`config.mk`:
```
export PLATFORM = sky130hd
export DESIGN_NAME = adc_frame_receiver
export DESIGN_NICKNAME = d
export VERILOG_FILES = /design/src/rtl/adc_pkg.sv /design/src/rtl/sample_fifo.sv /design/src/rtl/adc_frame_receiver.sv
export SDC_FILE = /design/constraint.sdc
export NUM_CORES = 1
export LEC_CHECK = 0
export ABC_AREA = 1
export CORE_MARGIN = 3
export CORE_UTILIZATION = 45
export DETAILED_ROUTE_END_ITERATION = 16
export PLACE_DENSITY = 0.75
export SLEW_MARGIN = 0
export SYNTH_ARGS = -nofsm -noshare
export SYNTH_HDL_FRONTEND = slang
export SYNTH_HIERARCHICAL = 1
export SYNTH_SLANG_ARGS = --single-unit
```
`constraint.sdc`:
```
create_clock -name SCLK -period 4.4 [get_ports SCLK]
set_input_delay 0.44 -clock SCLK [delete_from_list [all_inputs] [get_ports SCLK]]
set_output_delay 0.44 -clock SCLK [all_outputs]
set_load 0.01 [all_outputs]
```
`src/rtl/adc_pkg.sv`:
```
// adc_pkg
//   Shared widths, the sample record and the receiver state encoding for the
//   ADC serial-link receive path.
package adc_pkg;

  localparam int ADC_FRAME_BITS = 16;
  localparam int ADC_DATA_BITS  = 12;
  localparam int ADC_ADDR_BITS  = 3;

  typedef struct packed {
    logic [ADC_ADDR_BITS-1:0] chan;
    logic [ADC_DATA_BITS-1:0] data;
  } adc_sample_t;

  typedef enum logic [1:0] {
    RX_IDLE  = 2'd0,
    RX_SHIFT = 2'd1,
    RX_DRAIN = 2'd2
  } rx_state_t;

endpackage

```
`src/rtl/sample_fifo.sv`:
```
// sample_fifo
//   Small show-ahead FIFO of adc_sample_t entries. head always presents the
//   oldest entry; a write into a full FIFO is only accepted when a pop happens
//   on the same edge, otherwise the new entry is dropped.
// Ports
//   SCLK, resetN   clock, synchronous active-low reset
//   push/push_data write request and entry
//   pop            read request (ignored while empty)
//   head           oldest entry
//   empty, full    occupancy status
//   level          occupied entries (AW+1 bits)
module sample_fifo
  import adc_pkg::*;
#(
  parameter int DEPTH = 4,
  parameter int AW    = 2
) (
  input  logic        SCLK,
  input  logic        resetN,
  input  logic        push,
  input  adc_sample_t push_data,
  input  logic        pop,
  output adc_sample_t head,
  output logic        empty,
  output logic        full,
  output logic [AW:0] level
);

  adc_sample_t mem [DEPTH];
  logic [AW:0] wr_ptr;
  logic [AW:0] rd_ptr;
  logic        do_pop;
  logic        do_push;

  assign level   = wr_ptr - rd_ptr;
  assign empty   = (level == '0);
  assign full    = (level == (AW+1)'(DEPTH));
  assign do_pop  = pop && !empty;
  // A pop on the same edge frees the slot, so a full FIFO can still accept.
  assign do_push = push && (!full || do_pop);
  assign head    = mem[rd_ptr[AW-1:0]];

  always_ff @(posedge SCLK) begin
    if (!resetN) begin
      wr_ptr <= '0;
      rd_ptr <= '0;
      // Cleared so the head fields read 0 straight out of reset.
      for (int i = 0; i < DEPTH; i++) mem[i] <= '0;
    end else begin
      if (do_push) begin
        mem[wr_ptr[AW-1:0]] <= push_data;
        wr_ptr              <= wr_ptr + 1'b1;
      end
      if (do_pop) rd_ptr <= rd_ptr + 1'b1;
    end
  end

endmodule

```
`src/rtl/adc_frame_receiver.sv`:
```
// adc_frame_receiver
//   Deserialises 16-bit ADC frames (lead 0, ADD2..0, D11..0, MSB first) while
//   csN is low, checks the lead bit, and queues channel/sample pairs in a
//   show-ahead FIFO read over valid/ready.
// Ports
//   SCLK, resetN    clock, synchronous active-low reset
//   enable          receiver enable; low forces the FSM idle
//   csN, dout       frame strobe (low = active) and serial data
//   clear_flags     clears the sticky flags (a same-edge set wins)
//   sample_ready    consumer accepts head entry
//   sample_valid    FIFO not empty
//   sample_chan/_data  head entry fields
//   fifo_level      occupied entries
//   overflow, frame_err, short_frame  sticky error flags
//
// state     | meaning
// ----------+------------------------------------------------------------
// RX_IDLE   | waiting for csN low; first low edge captures bit 15
// RX_SHIFT  | shifting bits 14..0; 16th bit completes the frame
// RX_DRAIN  | frame done, ignore dout until csN returns high
module adc_frame_receiver
  import adc_pkg::*;
#(
  parameter int FIFO_DEPTH = 4,
  parameter int FIFO_AW    = 2,
  parameter int CHECK_LEAD = 1
) (
  input  logic                     SCLK,
  input  logic                     resetN,
  input  logic                     enable,
  input  logic                     csN,
  input  logic                     dout,
  input  logic                     clear_flags,
  input  logic                     sample_ready,
  output logic                     sample_valid,
  output logic [ADC_ADDR_BITS-1:0] sample_chan,
  output logic [ADC_DATA_BITS-1:0] sample_data,
  output logic [FIFO_AW:0]         fifo_level,
  output logic                     overflow,
  output logic                     frame_err,
  output logic                     short_frame
);

  rx_state_t                 state;
  logic [3:0]                bit_cnt;
  logic [ADC_FRAME_BITS-2:0] shreg;
  logic [ADC_FRAME_BITS-1:0] word;
  logic                      frame_last;
  logic                      lead_bad;
  logic                      short_evt;
  logic                      push_q;
  adc_sample_t               push_word;
  adc_sample_t               fifo_head;
  logic                      fifo_empty;
  logic                      fifo_full;
  logic                      pop;
  logic                      ovf_evt;

  assign word       = {shreg, dout};
  assign frame_last = enable && (state == RX_SHIFT) && !csN &&
                      (bit_cnt == 4'(ADC_FRAME_BITS-1));
  assign lead_bad   = (CHECK_LEAD != 0) && word[ADC_FRAME_BITS-1];
  assign short_evt  = enable && (state == RX_SHIFT) && csN;

  always_ff @(posedge SCLK) begin
    if (!resetN) begin
      state     <= RX_IDLE;
      bit_cnt   <= '0;
      shreg     <= '0;
      push_q    <= 1'b0;
      push_word <= '0;
    end else begin
      // The completed word is staged one edge before the FIFO write, so
      // valid rises on the edge after the 16th bit.
      push_q <= frame_last && !lead_bad;
      if (frame_last && !lead_bad) begin
        push_word.chan <= word[14:12];
        push_word.data <= word[11:0];
      end
      if (!enable) begin
        state   <= RX_IDLE;
        bit_cnt <= '0;
        shreg   <= '0;
      end else begin
        case (state)
          RX_IDLE: begin
            if (!csN) begin
              shreg   <= {{(ADC_FRAME_BITS-2){1'b0}}, dout};
              bit_cnt <= 4'd1;
              state   <= RX_SHIFT;
            end
          end
          RX_SHIFT: begin
            if (csN) begin
              state   <= RX_IDLE;
              bit_cnt <= '0;
              shreg   <= '0;
            end else if (frame_last) begin
              state   <= RX_DRAIN;
              bit_cnt <= '0;
            end else begin
              shreg   <= {shreg[ADC_FRAME_BITS-3:0], dout};
              bit_cnt <= bit_cnt + 4'd1;
            end
          end
          RX_DRAIN: begin
            if (csN) state <= RX_IDLE;
          end
          default: state <= RX_IDLE;
        endcase
      end
    end
  end

  assign pop     = sample_ready && !fifo_empty;
  assign ovf_evt = push_q && fifo_full && !pop;

  always_ff @(posedge SCLK) begin
    if (!resetN) begin
      overflow    <= 1'b0;
      frame_err   <= 1'b0;
      short_frame <= 1'b0;
    end else begin
      overflow    <= ovf_evt                 | (overflow    && !clear_flags);
      frame_err   <= (frame_last && lead_bad) | (frame_err   && !clear_flags);
      short_frame <= short_evt               | (short_frame && !clear_flags);
    end
  end

  sample_fifo #(
    .DEPTH(FIFO_DEPTH),
    .AW   (FIFO_AW)
  ) u_fifo (
    .SCLK     (SCLK),
    .resetN   (resetN),
    .push     (push_q),
    .push_data(push_word),
    .pop      (pop),
    .head     (fifo_head),
    .empty    (fifo_empty),
    .full     (fifo_full),
    .level    (fifo_level)
  );

  assign sample_valid = !fifo_empty;
  assign sample_chan  = fifo_head.chan;
  assign sample_data  = fifo_head.data;

endmodule

```
==> Word-level counts from Yosys, hierarchy flattened <==
Memory sizes are Yosys's and may differ from the RTL's. A register that Yosys moved wholly into a read port is not among the register bits.
Cells that the tools add are included.
{ "classes": {"n_addsub": 4, "eq_ne": 8, "mux": 22, "bitwise": 3, "n_reduce_logical": 29} }
{ "op_table": {"columns": ["cell", "n"], "rows": [
  ["15-bit two-way mux", 4],
  ["15-bit one-hot mux with 2 select lines", 1],
  ["15-bit OR reduction", 1],
  ["1-bit logical AND", 14],
  ["2-bit two-way mux", 7],
  ["4-bit two-way mux", 3],
  ["4-bit one-hot mux with 2 select lines", 1],
  ["3-bit by 1-bit adder with 3-bit output, second input constant", 2],
  ["1-bit zero test", 6],
  ["3-bit != test, second input constant", 2],
  ["2-bit one-hot mux with 3 select lines", 1],
  ["3-bit AND reduction", 2],
  ["1-bit two-way mux", 5],
  ["4-bit by 1-bit adder with 4-bit output, second input constant", 1],
  ["4-bit == test, second input constant", 1],
  ["2-bit != test, second input constant", 2],
  ["2-bit AND reduction", 2],
  ["3-bit == test, second input constant", 1],
  ["3-bit zero test", 1],
  ["1-bit bitwise OR", 3],
  ["3-bit subtractor", 1],
  ["2-bit by 1-bit == test with 1-bit output, second input constant", 1],
  ["2-bit == test, second input constant", 1],
  ["2-bit zero test", 1],
  ["other kinds (2)", 2]
]} }
{ "totals": {"register_bits": 46, "ramBits": 60, "inputBits": 7, "output_inout_bits": 22, "wordCells": 78, "n_memories": 1} }
{ "memory_table": {"columns": ["memory", "depth", "width", "rd", "rd_clocked_by_memory_dff", "write_ports", "line", "text"], "rows": [
  ["u_fifo.mem", 4, 15, 1, 1, 4, "sample_fifo.sv:29", "adc_sample_t mem [DEPTH];"]
]} }

==> Logic depth before layout (Yosys ltp) <==
Gate-level depths: netlist of run 1.
{ "depth": {"depth_word": 12, "mapped_depth": 17, "depth_no_buf": 15} }

==> Cells and area by module <==
The synthesis of run 1 kept the hierarchy.
{ "modules_own_cells": {"columns": ["mod", "instances", "cells_per_inst", "area_each_um2", "seq_area_each_um2"], "rows": [
  ["sample_fifo", 1, 295, 3311.9, 1961.9],
  ["adc_frame_receiver", 1, 232, 1655.3, 800.8]
]} }

==> Worst setup path after synthesis of run 1 <==
Ideal clock, no wire load.
{ "synth_timing": {"path_kind": "flip-flop to flip-flop", "startpoint": "register u_fifo.wr_ptr[0]", "endpoint": "memory u_fifo/mem[2][0] in the netlist's numbering, enable pin", "setup_ns": 0.408, "t_arrival_ns": 3.679, "required_time_ns": 3.992, "setup_slack_ns": 0.314, "stages_incl_launch_ff": 15, "path_buffers": 2, "period_less_slack_ns": 4.086, "path_cell_list": "dfxtp_1 -> buf_2 -> inv_2 -> buf_2 -> ha_1 -> fa_1 -> nand2_1 -> inv_1 -> nand2_1 -> inv_1 -> nor2_1 -> inv_1 -> nand4_4 -> nand4_4 -> o21ai_0"} }
{ "synth_rtl": {"columns": ["element", "line", "text"], "rows": [
  ["start, declared", "sample_fifo.sv:30", "logic [AW:0] wr_ptr;"],
  ["start signal, assigned", "sample_fifo.sv:52", "wr_ptr <= wr_ptr + 1'b1;"],
  ["end, declared", "sample_fifo.sv:29", null]
]} }

==> results.txt, run 1 <==
For the pin with the worst max-slew slack, the measured transition is 773 ps. During synthesis, Yosys emitted a total of 6 warnings. After synthesis, the mean cell area works out to 9.43 µm². Leaving out fill and tap cells, the most frequent cell in the layout is sky130_fd_sc_hd__nor2_1. Global routing consumed, over all layers together, 16.1% of the routing resources. The number of vias per cell was 5.07.

The number of hold violations in the final report was 0. The number of max-cap violations was 0; the hold buffer count at cts was 0. The logs give 29 for the number of top-level design ports and 910 ps for the minimum setup slack among reg-to-reg paths. The number of cells on the worst hold path works out to 2. The logs give 3 for the CTS H-tree depth and 0 for the total count of max-transition violations in the final report. In this run the clock root is driven by a sky130_fd_sc_hd__clkbuf_8.

For the initial antenna violation count, the log shows 0. The run finished with clean final reports. After floorplanning, the core was divided into 37 placement rows. The detailed placer's ending HPWL was 6540 µm; the count of placed standard cells including taps was 673. The initial utilization of the core area, before any placement, comes to 47.3%. The clock period could shrink to 3490 ps. Before CTS, the worst setup slack after placement is 942 ps.

Dividing the detail-routed wire length by the instance count gives 13.8 µm. Data on the critical path arrives at its endpoint at 3560 ps. The logs give 539 for the synthesized net count and 0 for the aggregate global routing overflow.

The setup path with the least slack is of type reg -> reg. The via count of the first global-routing pass is 3390, and the depth of the most critical reg-to-reg path is 13. After the last flow step, the layout net total stands at 560.

The tools report the area inside the core boundary as 0.0105 mm². Setup violations remaining at the end of the flow were counted as 0. Cells fill 52.4% of the core in the end. Power spread over the standard cell area amounts to 312 mW/mm². After layout, the worst path uses 79.4% of the clock period.

Leaving out fill and tap cells, the most frequent cells in the layout are 86 x sky130_fd_sc_hd__nor2_1, 72 x sky130_fd_sc_hd__nand2_1, 60 x sky130_fd_sc_hd__edfxtp_1, 57 x sky130_fd_sc_hd__inv_1, 48 x sky130_fd_sc_hd__dfxtp_1. Setup repair after global routing left no endpoint under its margin. The clock reaches the later pin of the worst-skew pair after 370 ps. The worst setup path is captured at a flip-flop. The worst setup skew after layout came out at 15.4 ps. The number of clock sinks was 108; the TritonCTS buffer count was 9. The count of routing violations after the opening detailed-route iteration is 226, and the area growth from synthesis to layout is 11.0%. For this design the static power due to leakage is 1.99 nW.

For the die area, the log shows 0.0123 mm². Cells with a size suffix above 1 make up 14.5% of the layout. Worst slack on hold paths: 476 ps. For the worst setup path, the data required time is 4470 ps. TritonCTS built the clock tree. Entering global routing, the biggest net connects 32 pins.

Synthesis instantiated 31 different standard cells from the library. The startpoint identified for the worst register-to-register timing path is u_fifo/wr_ptr[0]. For this run, design rule violations remaining after detail routing come to 0. Buffers placed on the I/O ports in this run total 28. The final cell count without fillers was 689; the buffer count from post-CTS setup fixing was 0.

The detailed router placed 3492 vias in this run. The worst hold path begins at frame_err. The worst relative slew slack came out at 48.4%.

The routed design has 9530 µm of wire. The worst setup path is launched from a flip-flop. The clock-pin slew of the registers on the worst-case setup and hold paths is 100 ps, and the cell area after technology mapping is 0.00497 mm². In the post-route analysis, the smallest setup slack over all paths is 907 ps. The pre-antenna-repair detailed-routing pass consisted of 5 iterations. The gate count after technology mapping was 527; the die width was 111 µm. In this run the vertical extent of the chip is 111 µm. The number of register bits inferred by synthesis is 108. The repair_antennas step left the layout with diodes totalling 0.

The run gives 0.214 mV as the worst ir drop on vdd. The logs give 0.807 for the routability congestion estimate from global placement and 286 MHz for the maximum frequency from static timing analysis. In this run the critical register-to-register path is captured at u_fifo/mem[2][2].

Post-CTS repair changed the size of 0 cells. Summing the sequential cell areas from Yosys gives 55.6% of the chip area. The first global-routing pass estimated 16200 µm of wire. Type of the tightest min-delay check: reg -> reg.

Critical-path maximum fanout: 19. The worst hold path terminates at frame_err. Residual antenna-violating net count after detailed routing: 0.

The clock passes through at most 2 buffers. Summed over all failing endpoints, the final setup total negative slack is 0 ps.
-- critical path: stages, from the launching register on --
cell	delay, ps
sky130_fd_sc_hd__dfxtp_1	330
sky130_fd_sc_hd__inv_2	380
sky130_fd_sc_hd__ha_1	260
sky130_fd_sc_hd__fa_1	440
sky130_fd_sc_hd__nand2_1	100
sky130_fd_sc_hd__inv_1	80
sky130_fd_sc_hd__nand2_1	150
sky130_fd_sc_hd__inv_1	100
sky130_fd_sc_hd__nor2_1	260
sky130_fd_sc_hd__inv_1	140
sky130_fd_sc_hd__nand4_4	180
sky130_fd_sc_hd__nand4_4	280
sky130_fd_sc_hd__o21ai_1	220
sky130_fd_sc_hd__buf_4	240
-- state kept, by name, indices dropped and copies added, names as in the netlist, named ones only --
register       cells
push_q             1
push_word         15
u_fifo/wr_ptr      3
u_fifo/mem        60
bit_cnt            4
short_frame        1
frame_err          1
u_fifo/rd_ptr      3
overflow           1
shreg             15
state              2
-- stage by stage --
step           area [µm²]  power, W
6_report             5510   0.00172
3_3_place_gp         5330   0.00117
5_1_grt              5510   0.00178
2_1_floorplan        4970   0.00114
3_5_place_dp         5330   0.00117
4_1_cts              5510   0.00173
-- final cells by class --
cell class | count | area (µm²)
multi-input cells | 331 | 1820
clock buffers | 10 | 128
inverters | 61 | 229
clock inverters | 6 | 53.8
well taps | 136 | 170
fillers | 936 | 5000
repair buffers | 37 | 348
flip-flops and latches | 108 | 2760
-- where the power goes --
part | switching, W | total (W) | internal [W]
Combinational | 0.0000392 | 0.0000627 | 0.0000236
Clock | 0.000352 | 0.000571 | 0.000219
Sequential | 0.00000580 | 0.00109 | 0.00108
Total | 0.000397 | 0.00172 | 0.00132
-- Yosys cell counts (all sizes together) --
cell type / instances / area (µm²)
nor2: 89 / 352
nand2: 77 / 312
edfxtp: 60 / 1800
inv: 60 / 225
dfxtp: 48 / 961
nor3: 45 / 420
o21ai: 40 / 200
a21oi: 27 / 135
nand3: 26 / 140
buf: 16 / 114
o22ai: 15 / 93.8
clkbuf: 11 / 41.3
ha: 4 / 50.1
nand4: 4 / 70.1
clkinv: 1 / 3.75
fa: 1 / 20.0
nand3b: 1 / 11.3
o211ai: 1 / 7.51
xor2: 1 / 8.76
-- routing by layer --
layer,track usage (%),vias up,share of wire (%)
met4,4.46,0,1.0
met5,0,-,0
li1,-,1797,-
met1,21.3,1611,45
met3,3.82,8,5.5
met2,26.4,76,49
-- how the worst max path moves through the flow --
stage / startpoint / endpoint / slack [ps] / cells past startpoint
6_report: u_fifo/wr_ptr[0] / u_fifo/mem[2][2] / 910 / 13
5_1_grt: u_fifo/wr_ptr[0] / u_fifo/mem[2][2] / 580 / 13
4_1_cts: u_fifo/wr_ptr[0] / u_fifo/mem[2][2] / 920 / 13
3_5_place_dp: u_fifo/wr_ptr[0] / u_fifo/mem[2][10] / 940 / 13
3_3_place_gp: u_fifo/wr_ptr[0] / u_fifo/mem[2][12] / 1100 / 13
2_1_floorplan: u_fifo/wr_ptr[0] / u_fifo/mem[2][0] / 310 / 14
-- cell families after synthesis --
family / Yosys count / share of synthesized area, %
flip-flops: 108 / 55.6
adder cells (fa/ha/maj): 5 / 1.41
AND/OR/NAND/NOR: 242 / 26.3
buffers and inverters: 88 / 7.73
XOR/XNOR: 1 / 0.176
AO/OA/AOI/OAI: 83 / 8.79
No activity file was read; power rests on OpenSTA's default activity.
==> run 2, diff against run 1 <==
==> constraint.sdc (replaced) <==
create_clock -name SCLK -period 3.48 [get_ports SCLK]
set_input_delay 0.348 -clock SCLK [delete_from_list [all_inputs] [get_ports SCLK]]
set_output_delay 0.348 -clock SCLK [all_outputs]
set_load 0.01 [all_outputs]
==> run 2 against run 1 <==
Effect of this change:
- flip-flop and latch count unchanged
- global-route usage rose by 0.78 points
- utilization is 0.40 points higher
- critical path depth shrank 1
- clock-buffer cell count unchanged
- critical endpoint is now u_fifo/mem[2][10]
==> results.txt, run 2 (synthesized netlist as in run 1, its figures left out) <==
The global-route wire length before repair came out at 17200 µm (+5.6%). The delay contributed by the slowest stage of the critical path is 430 ps (about the same). The tools report the endpoint with the worst hold slack as overflow. The number of vias per cell came out at 5.22 (+3.1%).

The cell sitting at the root of the clock tree is a sky130_fd_sc_hd__clkbuf_8. The number of cells on the worst hold path works out to 2 (unchanged). Routed length per instance: 14.4 µm (+3.8%). The sum of routed wire length over all layers came out at 9920 µm (+4.1%). In this run the worst hold path is classified as reg -> reg. The worst setup skew after layout came out at 9.10 ps (-6.33 ps).

The largest registers in the layout are u_fifo/mem x60, push_word x15, shreg x15. The number of detailed-route iterations in the first pass is 6 (+1), and the area inside the core boundary is 0.0105 mm² (unchanged). Number of inserted filler cells in the final layout: 939 (+0.32%). The period utilization came out at 89.0% (+9.6 points). The total count of max-transition violations in the final report was 0 (unchanged). The run gives 61.9% (-1.2 points) as the share of total power in sequential cells.

The DRC violation count after routing is 0 (unchanged). Counting stages on the worst path, the most repeated cell is sky130_fd_sc_hd__inv_1. Share of layout cells above drive strength 1: 15.3% (+0.85 points).

The run gives 0.000480 W (+21%) as the total net switching power. The switching share of power is 21.6% (-1.5 points). The logs give 380 ps (-520 ps) for the minimum setup slack among reg-to-reg paths and 0 (unchanged) for the residual antenna-violating net count after detailed routing. The detailed placer's ending HPWL came out at 6820 µm (+4.3%). The clock-pin slew of the registers on the worst-case setup and hold paths is 100 ps (about the same), and the count of port buffers added during placement is 28 (unchanged). The combinational power share is 3.7% (about the same), and the die width is 111 µm (unchanged). The number of diodes added for antenna fixing is 0 (unchanged). The tools report the routability congestion estimate from global placement as 0.867 (+7.5%). The run gives 691 (+0.29%) as the final cell count without fillers. The logs give 32 (unchanged) for the pin count of the biggest net entering global routing and 3550 ps (-920 ps) for the data required time at the worst endpoint. The internal power contribution came out at 0.00174 W (+31%).

From synthesis to final layout, the design area changed by 11.8%. The hold buffer count at cts is 0 (unchanged), and the actual transition at the worst max-transition pin is 819 ps (+45.3 ps). The critical-path maximum fanout came out at 18 (-1). TritonCTS built the clock tree.

The number of hold violations in the final report was 0 (unchanged); the leakage power of the design was 2.01 nW (+0.86%). For the arrival time reported for the critical path endpoint, the log shows 3160 ps (-400 ps). Net total in the final layout: 562 (+0.36%). Standard cell with the maximum stage delay on the critical path: sky130_fd_sc_hd__fa_1. The logs give 0.223 mV (+4.2%) for the worst ir drop on vdd and 3555 (+4.9%) for the via count of the first global-routing pass. The die extent in y came out at 111 µm (unchanged). STA classifies the critical path endpoint as a flip-flop. The number of placement rows was 37 (unchanged); the number of clock sinks was 108 (unchanged). Most common library cell in the layout ignoring fill and taps: sky130_fd_sc_hd__nor2_1. The initial core utilization is 47.3% (unchanged), and the number of max-cap violations is 0 (unchanged).

The count of routing violations after the opening detailed-route iteration is 307 (+36%), and the minimum clock period is 3100 ps (-396 ps). The maximum frequency from static timing analysis was 323 MHz (+13%). Number of top-level design ports: 29 (unchanged).

The flow ran to the end, and the final reports show no timing, DRC or antenna violations. The aggregate global routing overflow is 0 (unchanged). For the combined global-route utilization of all metal layers, the log shows 16.8% (+0.78 points).

The register bank with the most flops is u_fifo/mem. The tools report the initial antenna violation count as 0 (unchanged). The startpoint of the most critical register-to-register path is u_fifo/rd_ptr[0]. The worst register-to-register path ends at u_fifo/mem[2][10]. The TritonCTS buffer count is 9 (unchanged). The critical path goes through ha_1 -> fa_1 -> nand2_1 -> inv_1 -> nand2_1 -> inv_1 -> nor2_2 -> inv_1 -> nand4_4 -> nand4_4 -> o21ai_2 -> buf_4. The count of placed standard cells including taps is 675 (+0.30%). The depth of the most critical reg-to-reg path was 12 (-1); the die area was 0.0123 mm² (unchanged). The CTS H-tree depth was 3 (unchanged). The startpoint identified for the worst hold timing path is overflow.

The power density relative to cell area is 399 mW/mm² (+28%). Type of the setup path with the least slack: reg -> reg. The tools report the worst relative slew slack as 45.4% (-3.0 points). The worst setup path is launched from a flip-flop. Setup repair after global routing left no endpoint under its margin. The run gives 3610 (+3.4%) as the total via count after detailed routing. The tools report the clock insertion delay at the later pin of the skew report as 360 ps (about the same). The flip-flop count of the largest register after layout is 60 (unchanged). The tools report the final count of negative-setup-slack endpoints as 0 (unchanged). The logs give 0 ps (unchanged) for the setup total negative slack and 34.3% (+1.1 points) for the part of the total power dissipated in the clock network. The maximum number of buffers from clock root to sink was 2 (unchanged). The library cells used most frequently in the layout, excluding fill and tap cells, are 84 x sky130_fd_sc_hd__nor2_1, 72 x sky130_fd_sc_hd__nand2_1, 60 x sky130_fd_sc_hd__edfxtp_1, 57 x sky130_fd_sc_hd__inv_1, 48 x sky130_fd_sc_hd__dfxtp_1.
run 2: cell count changes in the layout (fill, tap and decap cells not counted), sizes merged:
cell,change
inv,-3
buf,+2
clkinv,+2
bufinv,+1
run 2: how the worst max path moves through the flow:
stage	from	end	cells past startpoint
2_1_floorplan	u_fifo/wr_ptr[0]	u_fifo/mem[0][0]	14
3_3_place_gp	u_fifo/wr_ptr[0]	u_fifo/mem[2][7]	13
3_5_place_dp	u_fifo/wr_ptr[0]	u_fifo/mem[2][7]	13
4_1_cts	u_fifo/wr_ptr[0]	u_fifo/mem[2][1]	13
5_1_grt	u_fifo/wr_ptr[0]	u_fifo/mem[2][10]	13
6_report	u_fifo/rd_ptr[0]	u_fifo/mem[2][10]	12
run 2: cell type report:
class,count,area [µm²],share of cell area (%)
tap,136,170,3.06
inverter,61,229,4.12
clock buffer,10,128,2.30
sequential,108,2760,49.7
timing repair buffer,39,363,6.53
clock inverter,6,72.6,1.31
multi-input combinational,331,1830,32.9
run 2: stage by stage:
stage                     power, W  worst slack, ps  instance area, µm²  hold slack, ps  utilization (%)
after global routing       0.00231             71.7                5550             501             52.9
after detailed placement   0.00149              339                5350             458             50.9
after CTS                  0.00224              309                5550             476             52.8
after global placement     0.00148              490                5350             457             50.9
final                      0.00222              382                5550             468             52.9
after floorplan            0.00145             -194                4970             447                -
run 2: power by group through the flow:
stage	clock, W	combinational [W]	sequential (W)
floorplan	0	0.0000459	0.00140
global placement	0	0.0000811	0.00140
detailed placement	0	0.0000827	0.00140
CTS	0.000783	0.0000829	0.00137
global route	0.000840	0.0000904	0.00138
finish	0.000761	0.0000821	0.00137
run 2: routing by layer:
metal	vias to the layer above	track usage, %	wire length [µm]
li1	1802	-	-
met1	1708	22.2	4450
met2	86	28.2	4890
met3	14	3.82	481
met4	0	4.30	98
met5	-	0	0
run 2: repair_timing:
| action | CTS | global route |
|---|---|---|
| endpoints found under the hold margin | 0 | 0 |
| resized for setup | 0 | 1 |
| setup buffers | 0 | 0 |
| setup endpoints to repair | 0 | 15 |
run 2: worst max-delay path, delay by kind of cell (launching register included):
| family | cells | cell delay (ps) |
|---|---|---|
| AND/OR/NAND/NOR | 5 | 960 |
| adder cells (fa/ha/maj) | 2 | 620 |
| buffers and inverters | 4 | 570 |
| flip-flops | 1 | 420 |
| AO/OA/AOI/OAI | 1 | 220 |
